$ cat config.mk
export PLATFORM = sky130hd
export DESIGN_NAME = sap_control_unit
export DESIGN_NICKNAME = d
export VERILOG_FILES = /design/src/rtl/sap_pkg.sv /design/src/rtl/sap_microcode_rom.sv /design/src/rtl/sap_control_unit.sv
export SDC_FILE = /design/constraint.sdc
export NUM_CORES = 1
export LEC_CHECK = 0
export ABC_AREA = 1
export CAP_MARGIN = 20
export CELL_PAD_IN_SITES_DETAIL_PLACEMENT = 1
export CELL_PAD_IN_SITES_GLOBAL_PLACEMENT = 2
export CORE_UTILIZATION = 29
export CTS_CLUSTER_DIAMETER = 100
export CTS_CLUSTER_SIZE = 20
export DETAILED_ROUTE_END_ITERATION = 10
export DONT_BUFFER_PORTS = 1
export PLACE_DENSITY_LB_ADDON = 0.1
export SETUP_SLACK_MARGIN = 0.4
export SYNTH_ARGS = -nofsm -noshare
export SYNTH_HDL_FRONTEND = slang
export SYNTH_SLANG_ARGS = --single-unit
$ cat constraint.sdc
create_clock -name clock -period 1.8 [get_ports clock]
set_input_delay 0.36 -clock clock [delete_from_list [all_inputs] [get_ports clock]]
set_output_delay 0.36 -clock clock [all_outputs]
set_load 0.02 [all_outputs]
$ cat src/rtl/sap_pkg.sv
// rtl/sap_pkg.sv - shared opcodes and control-word bit layout for the SAP control unit
package sap_pkg;

    localparam int CTRL_W = 16;

    localparam int CTRL_HLT = 15;
    localparam int CTRL_MI  = 14;
    localparam int CTRL_RI  = 13;
    localparam int CTRL_RO  = 12;
    localparam int CTRL_IO  = 11;
    localparam int CTRL_II  = 10;
    localparam int CTRL_AI  = 9;
    localparam int CTRL_AO  = 8;
    localparam int CTRL_EO  = 7;
    localparam int CTRL_SU  = 6;
    localparam int CTRL_BI  = 5;
    localparam int CTRL_OI  = 4;
    localparam int CTRL_CE  = 3;
    localparam int CTRL_CO  = 2;
    localparam int CTRL_J   = 1;
    localparam int CTRL_FI  = 0;

    localparam logic [CTRL_W-1:0] CTRL_HALT_WORD = 16'h8000;

    localparam logic [3:0] OP_NOP = 4'd0;
    localparam logic [3:0] OP_LDA = 4'd1;
    localparam logic [3:0] OP_ADD = 4'd2;
    localparam logic [3:0] OP_SUB = 4'd3;
    localparam logic [3:0] OP_STA = 4'd4;
    localparam logic [3:0] OP_LDI = 4'd5;
    localparam logic [3:0] OP_JMP = 4'd6;
    localparam logic [3:0] OP_JC  = 4'd7;
    localparam logic [3:0] OP_JZ  = 4'd8;
    localparam logic [3:0] OP_OUT = 4'd14;
    localparam logic [3:0] OP_HLT = 4'd15;

endpackage

$ cat src/rtl/sap_microcode_rom.sv
// rtl/sap_microcode_rom.sv - combinational microcode: (opcode, step, flags) -> control word, last-step
module sap_microcode_rom
    import sap_pkg::*;
#(
    parameter int OPCODE_W = 4,
    parameter int STEP_W   = 3
) (
    input  logic [OPCODE_W-1:0] opcode_i,
    input  logic [STEP_W-1:0]   step_i,
    input  logic                carry_i,
    input  logic                zero_i,
    output logic [CTRL_W-1:0]   ctrl_o,
    output logic                last_o
);

    localparam logic [STEP_W-1:0] T0 = '0;
    localparam logic [STEP_W-1:0] T1 = STEP_W'(1);
    localparam logic [STEP_W-1:0] T2 = STEP_W'(2);
    localparam logic [STEP_W-1:0] T3 = STEP_W'(3);
    localparam logic [STEP_W-1:0] T4 = STEP_W'(4);

    logic [3:0] op;

    always_comb begin
        ctrl_o = '0;
        last_o = 1'b0;
        // Opcodes wider than 4 bits with any upper bit set are not defined and run as NOP.
        op     = ((opcode_i >> 4) == '0) ? opcode_i[3:0] : OP_NOP;

        if (step_i == T0) begin
            ctrl_o[CTRL_CO] = 1'b1;
            ctrl_o[CTRL_MI] = 1'b1;
        end else if (step_i == T1) begin
            ctrl_o[CTRL_RO] = 1'b1;
            ctrl_o[CTRL_II] = 1'b1;
            ctrl_o[CTRL_CE] = 1'b1;
        end else begin
            case (op)
                OP_LDA: begin
                    if (step_i == T2) begin
                        ctrl_o[CTRL_IO] = 1'b1;
                        ctrl_o[CTRL_MI] = 1'b1;
                    end else if (step_i == T3) begin
                        ctrl_o[CTRL_RO] = 1'b1;
                        ctrl_o[CTRL_AI] = 1'b1;
                        last_o          = 1'b1;
                    end
                end
                OP_ADD, OP_SUB: begin
                    if (step_i == T2) begin
                        ctrl_o[CTRL_IO] = 1'b1;
                        ctrl_o[CTRL_MI] = 1'b1;
                    end else if (step_i == T3) begin
                        ctrl_o[CTRL_RO] = 1'b1;
                        ctrl_o[CTRL_BI] = 1'b1;
                    end else if (step_i == T4) begin
                        ctrl_o[CTRL_EO] = 1'b1;
                        ctrl_o[CTRL_AI] = 1'b1;
                        ctrl_o[CTRL_FI] = 1'b1;
                        ctrl_o[CTRL_SU] = (op == OP_SUB);
                        last_o          = 1'b1;
                    end
                end
                OP_STA: begin
                    if (step_i == T2) begin
                        ctrl_o[CTRL_IO] = 1'b1;
                        ctrl_o[CTRL_MI] = 1'b1;
                    end else if (step_i == T3) begin
                        ctrl_o[CTRL_AO] = 1'b1;
                        ctrl_o[CTRL_RI] = 1'b1;
                        last_o          = 1'b1;
                    end
                end
                OP_LDI: begin
                    if (step_i == T2) begin
                        ctrl_o[CTRL_IO] = 1'b1;
                        ctrl_o[CTRL_AI] = 1'b1;
                        last_o          = 1'b1;
                    end
                end
                OP_JMP, OP_JC, OP_JZ: begin
                    if (step_i == T2) begin
                        if (op == OP_JMP || (op == OP_JC && carry_i) || (op == OP_JZ && zero_i)) begin
                            ctrl_o[CTRL_IO] = 1'b1;
                            ctrl_o[CTRL_J]  = 1'b1;
                        end
                        last_o = 1'b1;
                    end
                end
                OP_OUT: begin
                    if (step_i == T2) begin
                        ctrl_o[CTRL_AO] = 1'b1;
                        ctrl_o[CTRL_OI] = 1'b1;
                        last_o          = 1'b1;
                    end
                end
                OP_HLT: begin
                    if (step_i == T2) begin
                        ctrl_o[CTRL_HLT] = 1'b1;
                        last_o           = 1'b1;
                    end
                end
                default: begin
                    last_o = (step_i == T2);
                end
            endcase
        end
    end

endmodule

$ cat src/rtl/sap_control_unit.sv
// rtl/sap_control_unit.sv - IR, flags, microstep sequencer, sticky halt and single-step handshake
module sap_control_unit
    import sap_pkg::*;
#(
    parameter int DATA_W   = 8,
    parameter int OPCODE_W = 4,
    parameter int STEPS    = 5
) (
    input  logic                         clock,
    input  logic                         reset,
    input  logic [DATA_W-1:0]            bus_in,
    input  logic                         carry_in,
    input  logic                         zero_in,
    input  logic                         step_mode,
    input  logic                         step_req,
    output logic                         step_ack,
    output logic [DATA_W-OPCODE_W-1:0]   operand,
    output logic [CTRL_W-1:0]            ctrl,
    output logic [$clog2(STEPS)-1:0]     step,
    output logic                         halted
);

    localparam int                STEP_W    = $clog2(STEPS);
    localparam logic [STEP_W-1:0] STEP_LAST = STEP_W'(STEPS - 1);

    logic [STEP_W-1:0] step_q, step_d;
    logic [DATA_W-1:0] ir_q, ir_d;
    logic              carry_q, carry_d;
    logic              zero_q, zero_d;
    logic              halted_q, halted_d;
    logic              ack_q, ack_d;
    logic              req_q;

    logic              adv;
    logic              rom_last;
    logic [CTRL_W-1:0] rom_ctrl;
    logic [CTRL_W-1:0] live_ctrl;

    sap_microcode_rom #(
        .OPCODE_W (OPCODE_W),
        .STEP_W   (STEP_W)
    ) u_rom (
        .opcode_i (ir_q[DATA_W-1 -: OPCODE_W]),
        .step_i   (step_q),
        .carry_i  (carry_q),
        .zero_i   (zero_q),
        .ctrl_o   (rom_ctrl),
        .last_o   (rom_last)
    );

    always_comb begin
        // In single-step mode only the cycle that sees a fresh step_req rising edge advances.
        adv       = !halted_q && (step_mode ? (step_req && !req_q) : 1'b1);
        live_ctrl = adv ? rom_ctrl : '0;

        step_d    = step_q;
        ir_d      = ir_q;
        carry_d   = carry_q;
        zero_d    = zero_q;
        halted_d  = halted_q;

        if (adv) begin
            step_d = (rom_last || step_q == STEP_LAST) ? '0 : step_q + 1'b1;
            if (rom_ctrl[CTRL_II]) begin
                ir_d = bus_in;
            end
            if (rom_ctrl[CTRL_FI]) begin
                carry_d = carry_in;
                zero_d  = zero_in;
            end
            if (rom_ctrl[CTRL_HLT]) begin
                halted_d = 1'b1;
            end
        end

        if (halted_q) begin
            ack_d = 1'b0;
        end else if (step_mode && adv) begin
            ack_d = 1'b1;
        end else if (!step_req) begin
            ack_d = 1'b0;
        end else begin
            ack_d = ack_q;
        end
    end

    always_ff @(posedge clock or posedge reset) begin
        if (reset) begin
            step_q   <= '0;
            ir_q     <= '0;
            carry_q  <= 1'b0;
            zero_q   <= 1'b0;
            halted_q <= 1'b0;
            ack_q    <= 1'b0;
            req_q    <= 1'b0;
        end else begin
            step_q   <= step_d;
            ir_q     <= ir_d;
            carry_q  <= carry_d;
            zero_q   <= zero_d;
            halted_q <= halted_d;
            ack_q    <= ack_d;
            req_q    <= step_req;
        end
    end

    assign ctrl     = reset ? '0 : (halted_q ? CTRL_HALT_WORD : live_ctrl);
    assign step     = step_q;
    assign halted   = halted_q;
    assign step_ack = ack_q;
    assign operand  = ir_q[DATA_W-OPCODE_W-1:0];

endmodule

* Yosys cells after proc, flatten, opt, wreduce, memory -nomap -nowiden
Cells that the tools add are included. W data, S select, Z words.
Word-level totals: bits of input ports 14, output and inout bits 25, bits in latches 0, memory bits (read-only) 0, register bits after elaboration 16, memories 0, logic and storage cells 88, memory bits (writable) 0
Operators by class: divide/modulo/power cells 0, bitwise operators 0, $lt $le $gt $ge 0, mux-type cells 44, multipliers 0, reduce and logical (&&, ||, !) cells 21, $add $sub $neg 1, equality and inequality tests 15, shift operators 0
Operator list (number):
- $mux W16 | 3
- $mux W1 | 27
- $eq A4 B3 Y1 const B | 4
- $eq A4 B4 Y1 const B | 3
- $mux W3 | 4
- $mux W11 | 1
- $eq A4 B2 Y1 const B | 2
- $mux W2 | 4
- $eq A3 B2 Y1 const B | 2
- $mux W6 | 1
- $pmux W1 S3 | 2
- $reduce_and A2 Y1 | 3
- $reduce_or A3 Y1 | 2
- $reduce_or A6 Y1 | 1
- $logic_and A1 B1 Y1 | 5
- $reduce_or A5 Y1 | 1
- $eq A4 B1 Y1 const B | 1
- $pmux W1 S2 | 2
- $reduce_or A2 Y1 | 2
- $reduce_or A4 Y1 | 1
- $add A3 B1 Y3 const B | 1
- $eq A3 B1 Y1 const B | 1
- $eq A3 B3 Y1 const B | 1
- $logic_not A3 Y1 | 1
- 3 further kinds | 6

* Logic depth before layout (Yosys ltp)
depth after elaboration 12, depth in mapped cells 10, depth with buffers taken out 10

* Cells and area by module
From an unflattened synthesis, not the netlist that was laid out.
Unflattened totals: cells, all modules 173, area, all modules 1184.9 sq um
Modules (own cells, without submodules):
- sap_control_unit | cells each 120, area each 932.1 sq um, seq. area each 400.4 sq um, instances 1
- sap_microcode_rom | cells each 53, area each 252.7 sq um, seq. area each 0.0 sq um, instances 1

* Least setup slack after synthesis
OpenSTA, ideal clock, no wires.
kind reg2out, start point reg step_q[1] (netlist: step[1]), end point out ctrl[10], cell stages (with the launch flop) 9, path slack -367 ps, arrival 1807 ps, path through dfrtp_1 > inv_1 > ha_1 > inv_1 > nor2_2 > nand3_4 > buf_6 > nor2_1 > buf_4
On the way: longest elaborated chain between the ends 6
Ends and longest elaborated chain:
- start: declaration | RTL line sap_control_unit.sv:26 | logic [STEP_W-1:0] step_q, step_d;
- start signal: assignment | RTL line sap_control_unit.sv:97 | step_q <= step_d;
- $eq A3 B1 Y1 | RTL line sap_microcode_rom.sv:33 | end else if (step_i == T1) begin
- $mux W1 | RTL line sap_microcode_rom.sv:33
- $mux W11 * | RTL line sap_microcode_rom.sv:30 | if (step_i == T0) begin
- $mux W16 * | RTL line sap_control_unit.sv:54 | live_ctrl = adv ? rom_ctrl : '0;
- $mux W16 * (2 in series) | RTL line sap_control_unit.sv:107 | assign ctrl = reset ? '0 : (halted_q ? CTRL_HALT_WORD : live_ctrl);
- end: declaration | RTL line sap_control_unit.sv:18 | output logic [CTRL_W-1:0] ctrl,
Mark *: on every way between the ends. The rest lies on a longest branch, timed or not.

* Worst setup path in the final report
start point reg step_q[0] (netlist: step[0]), end point out ctrl[15]
On the way: longest elaborated chain between the ends 8
Ends and longest elaborated chain:
- $eq A3 B2 Y1 | RTL line sap_microcode_rom.sv:98 | if (step_i == T2) begin
- $mux W1 | RTL line sap_microcode_rom.sv:98
- $mux W1 | RTL line sap_microcode_rom.sv:38 | case (op)
- $mux W3 | RTL line sap_microcode_rom.sv:33
- $mux W1 * | RTL line sap_microcode_rom.sv:30
- $mux W16 * | RTL line sap_control_unit.sv:54
- $mux W16 * (2 in series) | RTL line sap_control_unit.sv:107
Marks and branches as above.

==> metrics.txt <==
status finished, violations left; failing checks setup timing; synthesized flop and latch total 16; Avg Inst Size Synth between 7 and 8 um2; Vias/cell ~4.7; CP dominant cell by count inv_2; CTS max path bufs 2; routed via count approximately 1.1k; clk slew on worst S/H paths ~0.060 ns; DP Wirelength approximately 2600 um; post-synthesis sequential area ratio 0.368; Worst R2R End ir_q[2]$_DFFE_PP0P_; Routed wire per std cell roughly 14 um; type of the worst min-delay path in2reg; overall die height around 63 um; hold depth 0; diode count 0; TritonCTS clock tree yes; Period minus WS final 2.06 ns; CTS Buf Count 3; clock sink count 16; Syn Nets 170; # fillers between 400 and 500; final slew viol count 0; CTS Hold Bufs 0; Setup TNS -2.56 ns; max-cap viol count 0; Critical Path Fanout Max 4; latest clock arrival within the worst-skew pair 0.25 ns; H-tree levels 1; reg-to-reg slack, setup around 0.25 ns; initial antenna violation count 0; Cells after DPL 213; Initial Util 0.313; buffers plus inverters on the worst setup path 3; nature of the critical path endpoint output port; die area approximately 4000 um2; share of layout cells above drive strength 1 0.528; final WL between 3000 and 4000 um; number of remaining DRC errors 0; Final setup viols 15; Crit path required time 1.44 ns; Tot GR Track Use 0.178; GP Congestion between 0.7 and 0.8; final setup margin -0.255 ns; Netlist Area Pre-Place about 1100 um2; Rel. slew slack 0.666; grt total ovfl 0; worst setup path category reg2out; Pwr per Cell Area 408 nW/um2; vias in the first global route around 1.1k; input/output buffers 0; synth unique cells 22; CTS Root Cell clkbuf_8; total core area 3470 um2; crit path launch type register; Crit path max-delay family flip-flops; final net count 200; Pre-antenna DRT Iters 3; total I/O pin count 39; Leakage ~0.77 nW; Worst Reg-to-Reg Cells 9; remaining antenna violation count 0; Area Growth Syn to Fin 56.3%; unrepaired setup endpoints after global routing true; die width roughly 63 um; largest net degree at the start of global routing 17; Iter 0 DRT Violations 4; site row count 21; fmax 487 MHz; delay of the slowest critical-path stage between 0.4 and 0.5 ns; Final Hold Fails 0; Finished Layout Cells about 230; CP max stage cell dfrtp_2; CP cell instances inv_2 -> ha_2 -> nand2_4 -> inv_4 -> nand4_1 -> inv_2 -> nand3_2 -> a21oi_4; Synth Warn # 0; R2R Path Start step[1]$_DFFE_PP0P_; Least-Margin Pin Slew about 0.5 ns; post-route clock period utilization 1.14; VDD IR max 0.000417 V; critical path data arrival time about 1.7 ns; first-pass GRT wire length roughly 5500 um; Hold Crit Endpoint req_q$_DFF_PP0_; Mapped Cells around 150; Max Clock Skew 0.00318 ns; Hold Crit Start step_req
stage by stage:
step / setup slack (ns) / power [W] / area (um2) / hold WS, ns / utilization
3_3_place_gp: 0.0166 / 0.000386 / 1410 / 0.392 / 0.407
4_1_cts: -0.271 / 0.000705 / 1650 / 0.131 / 0.475
2_1_floorplan: -0.0258 / 0.000381 / 1240 / 0.321 / -
6_report: -0.255 / 0.000693 / 1700 / 0.137 / 0.490
3_5_place_dp: -0.0142 / 0.000386 / 1410 / 0.392 / 0.407
5_1_grt: -0.361 / 0.000724 / 1700 / 0.126 / 0.490
worst max-delay path by stage:
stage                         from        to  cells past startpoint
3_5_place_dp   step[0]$_DFFE_PP0P_   ctrl[8]                      7
2_1_floorplan  step[1]$_DFFE_PP0P_  ctrl[10]                      8
3_3_place_gp   step[1]$_DFFE_PP0P_  ctrl[15]                      7
6_report       step[0]$_DFFE_PP0P_  ctrl[15]                      8
4_1_cts        step[1]$_DFFE_PP0P_  ctrl[15]                      7
5_1_grt        step[0]$_DFFE_PP0P_  ctrl[15]                      8
synth_stat cells:
cell	n	share of area
a21oi_1	10	0.046
a31oi_1	2	0.012
a32o_1	1	0.0092
a32oi_1	1	0.0081
buf_4	6	0.041
buf_6	1	0.010
dfrtp_1	16	0.37
ha_1	5	0.058
inv_1	24	0.083
inv_2	3	0.010
nand2_1	31	0.11
nand2_2	2	0.012
nand2_4	1	0.010
nand3_1	13	0.060
nand3_4	1	0.016
nand4_1	1	0.0058
nor2_1	23	0.079
nor2_2	2	0.012
nor2_4	1	0.010
nor3_1	2	0.0092
nor3_4	1	0.015
o21ai_1	4	0.018
layout by cell type, fill, tap and decap left out, drive strengths merged:
cell	Yosys	layout
a21oi	10	10
a31oi	2	2
a32o	1	1
a32oi	1	1
buf	7	31
bufbuf	0	1
clkbuf	0	4
dfrtp	16	16
ha	5	5
inv	27	27
nand2	34	34
nand3	14	14
nand4	1	1
nor2	26	26
nor3	3	3
o21ai	4	4
flip-flops by register name, indices dropped and copies added (netlist names):
register  cells
zero_q        1
req_q         1
ir_q          8
halted        1
step_ack      1
carry_q       1
step          3
per-layer routing:
metal,share of wire,up-vias,GRT usage
met5,0,-,0
met4,0.0073,0,0.0426
met3,0.039,3,0.0417
met2,0.53,25,0.321
met1,0.42,506,0.211
li1,-,530,-
cells by family after synthesis:
group | synth area share
AO/OA/AOI/OAI | 0.0932
adder cells (fa/ha/maj) | 0.0575
buffers and inverters | 0.145
flip-flops | 0.368
AND/OR/NAND/NOR | 0.336
final cells by class:
type	instances	area, um2	area share
tap	46	57.6	0.0339
timing repair buffer	32	284	0.167
multi-input combinational	101	786	0.462
clock buffer	4	55.1	0.0324
sequential	16	405	0.239
inverter	27	111	0.0655
report_power, final:
group	internal (W)	switching, W	total, W
clock network	0.000194	0.000120	0.000314
logic	0.00000464	0.0000132	0.0000179
registers	0.000361	0.000000277	0.000361
total	0.000559	0.000134	0.000693
repair_timing:
| action | CTS | global route |
|---|---|---|
| cloned | 1 | 0 |
| pin swaps | 9 | 5 |
| endpoints found under the setup margin | 29 | 30 |
| gates resized for setup | 32 | 11 |
| buffers inserted | 6 | 2 |
Power figures use the tool's default switching activity.
